[src/rtl/mmio_uart_tx_if.sv]
// mmio_uart_tx_if: CPU data-bus view of a memory-mapped peripheral.
//   AddressBus  CPU effective address
//   DataBusOut  CPU store data
//   ControlBus  {MemWriteEn, MemReadEn, RegWriteEn}
//   DataBusIn   load data returned by the peripheral (0 when not selected)
//   hit         peripheral claims the current access
// master = CPU side, slave = peripheral side.
interface mmio_uart_tx_if;
    logic [63:0] AddressBus;
    logic [63:0] DataBusOut;
    logic [2:0]  ControlBus;
    logic [63:0] DataBusIn;
    logic        hit;

    modport master (
        output AddressBus,
        output DataBusOut,
        output ControlBus,
        input  DataBusIn,
        input  hit
    );

    modport slave (
        input  AddressBus,
        input  DataBusOut,
        input  ControlBus,
        output DataBusIn,
        output hit
    );
endinterface

[src/rtl/mmio_uart_tx.sv]
// mmio_uart_tx: memory-mapped 8N1 UART transmitter with a small TX FIFO.
//   clk   system clock, all state on posedge
//   rst   asynchronous active-low reset
//   bus   CPU data bus (slave): TXDATA at window offset 0x0, STATUS at 0x8
//   tx    registered serial output, idle high
// STATUS: bit0 full, bit1 empty, bit2 busy, bit3 overflow (sticky, cleared by
// any STATUS write), bits[15:8] FIFO count.
module mmio_uart_tx #(
    parameter logic [63:0] BASE_ADDR    = 64'h0000_0000_0001_0000,
    parameter int unsigned CLKS_PER_BIT = 16,
    parameter int unsigned FIFO_DEPTH   = 8
) (
    input  logic               clk,
    input  logic               rst,
    mmio_uart_tx_if.slave      bus,
    output logic               tx
);

    localparam int unsigned AW = $clog2(FIFO_DEPTH);
    localparam int unsigned CW = AW + 1;
    localparam int unsigned BW = $clog2(CLKS_PER_BIT);
    localparam logic [BW-1:0] BAUD_TOP = BW'(CLKS_PER_BIT - 1);
    localparam logic [CW-1:0] DEPTH_C  = CW'(FIFO_DEPTH);

    typedef enum logic [1:0] {
        IDLE  = 2'd0,
        START = 2'd1,
        DATA  = 2'd2,
        STOP  = 2'd3
    } state_e;

    // Bus decode
    logic sel_c, we_c, re_c, reg_c;
    logic push_c, clr_ovf_c;
    assign sel_c     = (bus.AddressBus[63:4] == BASE_ADDR[63:4]);
    assign we_c      = bus.ControlBus[2];
    assign re_c      = bus.ControlBus[1];
    assign reg_c     = bus.AddressBus[3];
    assign push_c    = sel_c & we_c & ~reg_c;
    assign clr_ovf_c = sel_c & we_c & reg_c;

    // Address low bits, upper store data and RegWriteEn carry no meaning here
    logic unused_bits;
    assign unused_bits = ^{bus.AddressBus[2:0], bus.DataBusOut[63:8], bus.ControlBus[0]};

    // FIFO state
    logic [7:0]    mem_q [FIFO_DEPTH];
    logic [AW-1:0] rd_ptr_q, wr_ptr_q;
    logic [CW-1:0] count_q, count_d;
    logic          ovf_q;
    logic          full_c, empty_c, accept_c, pop_c;

    // Transmit FSM state
    state_e        state_q, state_d;
    logic [BW-1:0] baud_q, baud_d;
    logic [2:0]    bit_q, bit_d;
    logic [7:0]    shift_q, shift_d;
    logic          tx_q, tx_d;

    assign full_c   = (count_q == DEPTH_C);
    assign empty_c  = (count_q == '0);
    // A full FIFO still takes a byte when the FSM pops in the same cycle
    assign accept_c = push_c & (~full_c | pop_c);

    // Status register and load data (combinational, same-cycle read)
    logic [63:0] status_c;
    assign status_c = {48'h0, 8'(count_q), 4'h0, ovf_q, (state_q != IDLE), empty_c, full_c};
    assign bus.DataBusIn = (sel_c & re_c & reg_c) ? status_c : 64'h0;
    assign bus.hit       = sel_c & (we_c | re_c);
    assign tx            = tx_q;

    // FIFO occupancy update
    always_comb begin
        count_d = count_q;
        case ({accept_c, pop_c})
            2'b10:   count_d = count_q + CW'(1);
            2'b01:   count_d = count_q - CW'(1);
            default: count_d = count_q;
        endcase
    end

    // FIFO storage; contents need no reset since count gates every read
    always_ff @(posedge clk) begin
        if (accept_c) begin
            mem_q[wr_ptr_q] <= bus.DataBusOut[7:0];
        end
    end

    // FIFO pointers, count and sticky overflow
    always_ff @(posedge clk or negedge rst) begin
        if (!rst) begin
            rd_ptr_q <= '0;
            wr_ptr_q <= '0;
            count_q  <= '0;
            ovf_q    <= 1'b0;
        end else begin
            count_q <= count_d;
            if (accept_c) begin
                wr_ptr_q <= wr_ptr_q + AW'(1);
            end
            if (pop_c) begin
                rd_ptr_q <= rd_ptr_q + AW'(1);
            end
            if (push_c & full_c & ~pop_c) begin
                ovf_q <= 1'b1;
            end else if (clr_ovf_c) begin
                ovf_q <= 1'b0;
            end
        end
    end

    // Transmit FSM: state register
    always_ff @(posedge clk or negedge rst) begin
        if (!rst) begin
            state_q <= IDLE;
            baud_q  <= '0;
            bit_q   <= '0;
            shift_q <= '0;
            tx_q    <= 1'b1;
        end else begin
            state_q <= state_d;
            baud_q  <= baud_d;
            bit_q   <= bit_d;
            shift_q <= shift_d;
            tx_q    <= tx_d;
        end
    end

    // Transmit FSM: next state; tx_d is the level for the coming bit period
    always_comb begin
        state_d = state_q;
        baud_d  = baud_q;
        bit_d   = bit_q;
        shift_d = shift_q;
        tx_d    = tx_q;
        pop_c   = 1'b0;
        case (state_q)
            IDLE: begin
                if (!empty_c) begin
                    pop_c   = 1'b1;
                    shift_d = mem_q[rd_ptr_q];
                    tx_d    = 1'b0;
                    baud_d  = BAUD_TOP;
                    state_d = START;
                end
            end
            START: begin
                if (baud_q == '0) begin
                    state_d = DATA;
                    tx_d    = shift_q[0];
                    baud_d  = BAUD_TOP;
                    bit_d   = 3'd0;
                end else begin
                    baud_d = baud_q - BW'(1);
                end
            end
            DATA: begin
                if (baud_q == '0) begin
                    baud_d = BAUD_TOP;
                    if (bit_q == 3'd7) begin
                        state_d = STOP;
                        tx_d    = 1'b1;
                    end else begin
                        shift_d = {1'b0, shift_q[7:1]};
                        bit_d   = bit_q + 3'd1;
                        tx_d    = shift_q[1];
                    end
                end else begin
                    baud_d = baud_q - BW'(1);
                end
            end
            STOP: begin
                if (baud_q == '0) begin
                    // Chain straight into the next start bit when data is waiting
                    if (!empty_c) begin
                        pop_c   = 1'b1;
                        shift_d = mem_q[rd_ptr_q];
                        tx_d    = 1'b0;
                        baud_d  = BAUD_TOP;
                        state_d = START;
                    end else begin
                        state_d = IDLE;
                    end
                end else begin
                    baud_d = baud_q - BW'(1);
                end
            end
            default: begin
                state_d = IDLE;
                tx_d    = 1'b1;
            end
        endcase
    end

endmodule

[src/flat_wrapper.sv]
// flat-port wrapper written by rule: the top's interface ports become plain ports
module mmio_uart_tx_flat 
#(
    parameter logic [63:0] BASE_ADDR    = 64'h0000_0000_0001_0000,
    parameter int unsigned CLKS_PER_BIT = 16,
    parameter int unsigned FIFO_DEPTH   = 8
)
  (clk, rst, tx, bus_AddressBus, bus_DataBusOut, bus_ControlBus, bus_DataBusIn, bus_hit);
  mmio_uart_tx_if bus_i ();
  input  logic clk;
  input  logic rst;
  output logic tx;
  input wire logic [$bits(bus_i.AddressBus)-1:0] bus_AddressBus;
  input wire logic [$bits(bus_i.DataBusOut)-1:0] bus_DataBusOut;
  input wire logic [$bits(bus_i.ControlBus)-1:0] bus_ControlBus;
  output wire logic [$bits(bus_i.DataBusIn)-1:0] bus_DataBusIn;
  output wire logic [$bits(bus_i.hit)-1:0] bus_hit;
  assign bus_i.AddressBus = bus_AddressBus;
  assign bus_i.DataBusOut = bus_DataBusOut;
  assign bus_i.ControlBus = bus_ControlBus;
  assign bus_DataBusIn = bus_i.DataBusIn;
  assign bus_hit = bus_i.hit;
  mmio_uart_tx #(.BASE_ADDR(BASE_ADDR), .CLKS_PER_BIT(CLKS_PER_BIT), .FIFO_DEPTH(FIFO_DEPTH)) u_core (.clk(clk), .rst(rst), .bus(bus_i), .tx(tx));
endmodule
[config.mk]
export PLATFORM = sky130hd
export DESIGN_NAME = mmio_uart_tx_flat
export DESIGN_NICKNAME = d
export VERILOG_FILES = /design/src/rtl/mmio_uart_tx_if.sv /design/src/rtl/mmio_uart_tx.sv /design/src/flat_wrapper.sv
export SDC_FILE = /design/constraint.sdc
export NUM_CORES = 1
export LEC_CHECK = 0
export BUFFER_PORTS_ARGS = -buffer_cell sky130_fd_sc_hd__buf_2
export CORE_MARGIN = 4
export CORE_UTILIZATION = 40
export CTS_BUF_LIST = sky130_fd_sc_hd__clkbuf_2 sky130_fd_sc_hd__clkbuf_4 sky130_fd_sc_hd__clkbuf_8
export DETAILED_ROUTE_END_ITERATION = 10
export PLACE_DENSITY = 0.72
export SLEW_MARGIN = 20
export SYNTH_ARGS = -nofsm -noshare
export SYNTH_HDL_FRONTEND = slang
export SYNTH_SLANG_ARGS = --single-unit
[constraint.sdc]
create_clock -name clk -period 3.6 [get_ports clk]
set_input_delay 0.54 -clock clk [delete_from_list [all_inputs] [get_ports clk]]
set_output_delay 0.54 -clock clk [all_outputs]
set_load 0.02 [all_outputs]
==> implementation parameters <==
Parameter                              Value

Timing
  Period utilisation layout ... 82.60%
  Max-Slew Margin vs Limit ... 33.59%
  Maximum clock frequency ... 336.3 MHz
  RSZ-0062 raised after global routing ... false
  Minimum period implied by the final worst setup slack ... 2.973 ns
  Number of pins exceeding their max-slew limit in the final report ... 0
  Setup clock skew after layout ... 0.01250 ns
  Fin Setup TNS ... 0 ns
  Slew at the pin closest to its max-slew limit ... between 0.9 and 1 ns
  Setup-failing EPs final ... 0
  Final Hold Viols ... 0

Yosys
  Synth async-reset ratio ... 31.18%
  Register area share after synthesis ... 55.09%
  Flip-flop cell with the highest count after synthesis ... sky130_fd_sc_hd__edfxtp_1
  Distinct cell type count of the synthesized netlist ... 57
  Register bit count reported by yosys ... 93
  Cells taking the most area after synthesis ... sky130_fd_sc_hd__edfxtp_1 40%, sky130_fd_sc_hd__dfrtp_1 15%, sky130_fd_sc_hd__buf_4 8.7%
  Count of warnings emitted by yosys ... 0
  Cell taking the most area after synthesis ... sky130_fd_sc_hd__edfxtp_1
  Number of flops mapped to enable cells by yosys ... 64
  Most frequently used cell type in the post-synthesis netlist ... sky130_fd_sc_hd__edfxtp_1
  Fraction of post-synthesis cell area in the top cell type by area ... 39.97%
  Synth top cells by count ... 64 x sky130_fd_sc_hd__edfxtp_1, 56 x sky130_fd_sc_hd__buf_4, 28 x sky130_fd_sc_hd__dfrtp_1
  Post-Syn Area per Cell ... 13.21 µm²
  Synthesized netlist cell count ... around 360
  Cell Area, Synth ... 4808 µm²

Drt
  Violation count after the first detailed-route iteration ... 139
  Antenna viol nets, final ... 0
  Drt drc ... 0
  Detailed-router iteration count before antenna repair ... 4
  Routed wire length per instance ... 15.29 µm
  Vias ... between 3k and 4k
  Wire length reported by the detailed router ... between 9000 and 10000 µm
  Ratio of routed vias to standard cells ... 4.998

CTS
  Clock network latency to the later pin of the worst-skew pair ... 0.35 ns
  CTS buffer count ... 9
  Post-CTS Repair Setup Buffers ... 0
  H-tree lvl count ... 3
  TritonCTS clock tree ... yes
  Reg clk slew, reported paths ... 0.10 ns
  Count of cells resized by post-cts repair ... 0
  Buffers from clock root to sink, at most ... 2
  Clock Sinks ... 93
  Post-CTS Hold Fix Bufs ... 0
  Clock Tree Root ... sky130_fd_sc_hd__clkbuf_8

Floorplanning
  Site Rows ... 39
  Die Width ... 117.6 µm
  Die Y-Extent ... 117.6 µm
  CORE AREA ... 11610 µm²
  Boundary pin count ... 199
  Die ar. ... about 14000 µm²
  Initial core utilization ... just over 40%

GRT
  Antenna violations before repair ... 0
  Wire length of the first global-routing pass ... 15210 µm
  Largest net degree at the start of global routing ... 30
  Vias in the first global route ... 2999
  Sum of overflow across all layers after global routing ... 0
  Aggregate global-route resource usage ... 13.69%

Power
  Power per cell area ... 370.4 nW/µm²
  Peak supply drop ... 0.2944 mV
  Pleak ... 2.245 nW

Critical path
  Most frequent cell on the critical path ... sky130_fd_sc_hd__buf_2
  Largest driver fanout on the critical path ... 7
  Critical-path cell list ... buf_2 -> nor4_1 -> nand4_1 -> nor4_4 -> nand3_1 -> nor2_1 -> buf_2
  Critical path buffers and inverters ... 2
  Stage delay of the slowest cell on the critical path ... 0.49 ns
  Classification of the worst setup path ... in -> out
  Crit end category ... output port
  Arrival time of data at the critical path endpoint ... 2.43 ns
  CP max stage cell ... sky130_fd_sc_hd__nor4_4
  Critical path data required time ... 3.06 ns
  CP startpoint kind ... input pin
  Top cell family by delay on the critical path ... simple AND/OR/NAND/NOR gates

Finish
  Nets ... 601
  Growth of design area from synthesis to finish ... 12.98%
  Filler cell count in the final layout ... 1035
  Final design utilization ... 46.78%
  Proportion of layout cells with a drive suffix above 1 ... between 30% and 40%
  Antenna cell count ... 0
  Fin area ... 5433 µm²

Outcome
  Outcome ... completed

Flow run
  Reported max-cap violation count ... 0

Place
  Port Buf Inserts ... 82
  Weighted congestion reported at the end of routability-driven placement ... between 0.8 and 0.9
  Sum of net half-perimeters after detailed placement ... 6852 µm
  Placement-stage cell area ... 5214 µm²

Min path
  Type of the tightest min-delay check ... in -> async
==> sequential cells by signal, indices dropped and copies added, names as in the netlist <==
| name | cells |
|---|---|
| u_core.mem_q | 64 |
| u_core.shift_q | 8 |
| u_core.baud_q | 4 |
| u_core.count_q | 4 |
| u_core.bit_q | 3 |
| u_core.rd_ptr_q | 3 |
| u_core.wr_ptr_q | 3 |
| u_core.state_q | 2 |
| u_core.ovf_q | 1 |
| u_core.tx | 1 |
==> cell families (layout without fill, tap and decap cells) <==
| logic type | Yosys count | after routing | share of synthesized area [%] |
|---|---|---|---|
| xor+xnor | 8 | 8 | 1.457 |
| compound gates | 53 | 53 | 6.999 |
| mux | 27 | 27 | 9.914 |
| simple gates | 93 | 93 | 12.54 |
| flops | 93 | 93 | 55.09 |
| buf+inv | 76 | 117 | 10.38 |
| fa+ha+maj | 13 | 13 | 3.539 |
| other cells | 1 | 56 | 0.07799 |
==> worst paths after layout <==
kind,startpoint,slack [ns],depth (start not counted),end
setup reg to reg,u_core.baud_q[0],0.68,12,u_core.count_q[3]
hold / removal,rst,0.19,1,u_core.baud_q[3]
min in group clk,bus_AddressBus[3],0.39,2,u_core.ovf_q
hold reg to reg,u_core.shift_q[0],0.49,2,u_core.shift_q[0]
setup / recovery,bus_AddressBus[23],0.63,7,bus_DataBusIn[9]
max in group asynchronous,rst,2.97,1,u_core.shift_q[5]
==> per-stage QoR <==
step                      instances  setup WS, ns  total power (W)  hold WS, ns
after floorplan                 419        0.6327         0.001270       0.2444
after global placement          587        0.6927         0.001276       0.4631
after detailed placement        587        0.6683         0.001279       0.4726
after CTS                       603        0.6562         0.002035       0.2097
after global routing            603        0.3534         0.002086       0.2315
final                           603        0.6265         0.002012       0.1932
==> final cells by class <==
type | instances | area, µm² | share of cell area, %
Sequential cell | 93 | 2649 | 48.76
Tap cell | 143 | 178.9 | 3.293
Multi-Input combinational cell | 250 | 1867 | 34.36
Inverter | 9 | 33.78 | 0.6218
Clock buffer | 9 | 123.9 | 2.280
Timing Repair Buffer | 92 | 485.5 | 8.936
Clock inverter | 7 | 95.09 | 1.750
==> report_power, final <==
group | leakage, nW | internal, W | switching [W]
Sequential | 0.922 | 0.00114 | 0
Clock | 0.108 | 0.000395 | 0.000361
Combinational | 1.22 | 0.0000308 | 0.0000828
==> cells in the final DEF, fill, tap and decap left out, drive strengths merged, types with 3 or more instances in the layout <==
master / n
nor4: 18
mux2i: 9
xnor2: 7
a22o: 6
inv: 12
dfrtp: 28
nor3: 6
nor4b: 3
nor3b: 4
clkbuf: 9
buf: 92
o21ai: 16
and3: 4
nand2: 22
a21oi: 15
nand2b: 3
and2: 4
nor2: 19
mux4: 16
nand3: 3
ha: 12
nand4: 3
conb: 56
edfxtp: 64
==> routing by layer <==
layer  up-vias  track usage [%]  part of all wire, %
met4         0            4.029                  1.0
li1       1426                -                    -
met3         9            2.499                  4.2
met5         -                0                    0
met1      1494            17.82                   43
met2        85            23.39                   52
==> worst register-to-register path, delay by kind of cell, from the launching register on <==
kind,cells,cell delay [ns]
compound gates,5,1.04
xor+xnor,1,0.13
fa+ha+maj,2,0.51
buf+inv,1,0.10
flops,1,0.41
simple gates,3,0.67
(Power assumes the default switching activity.)
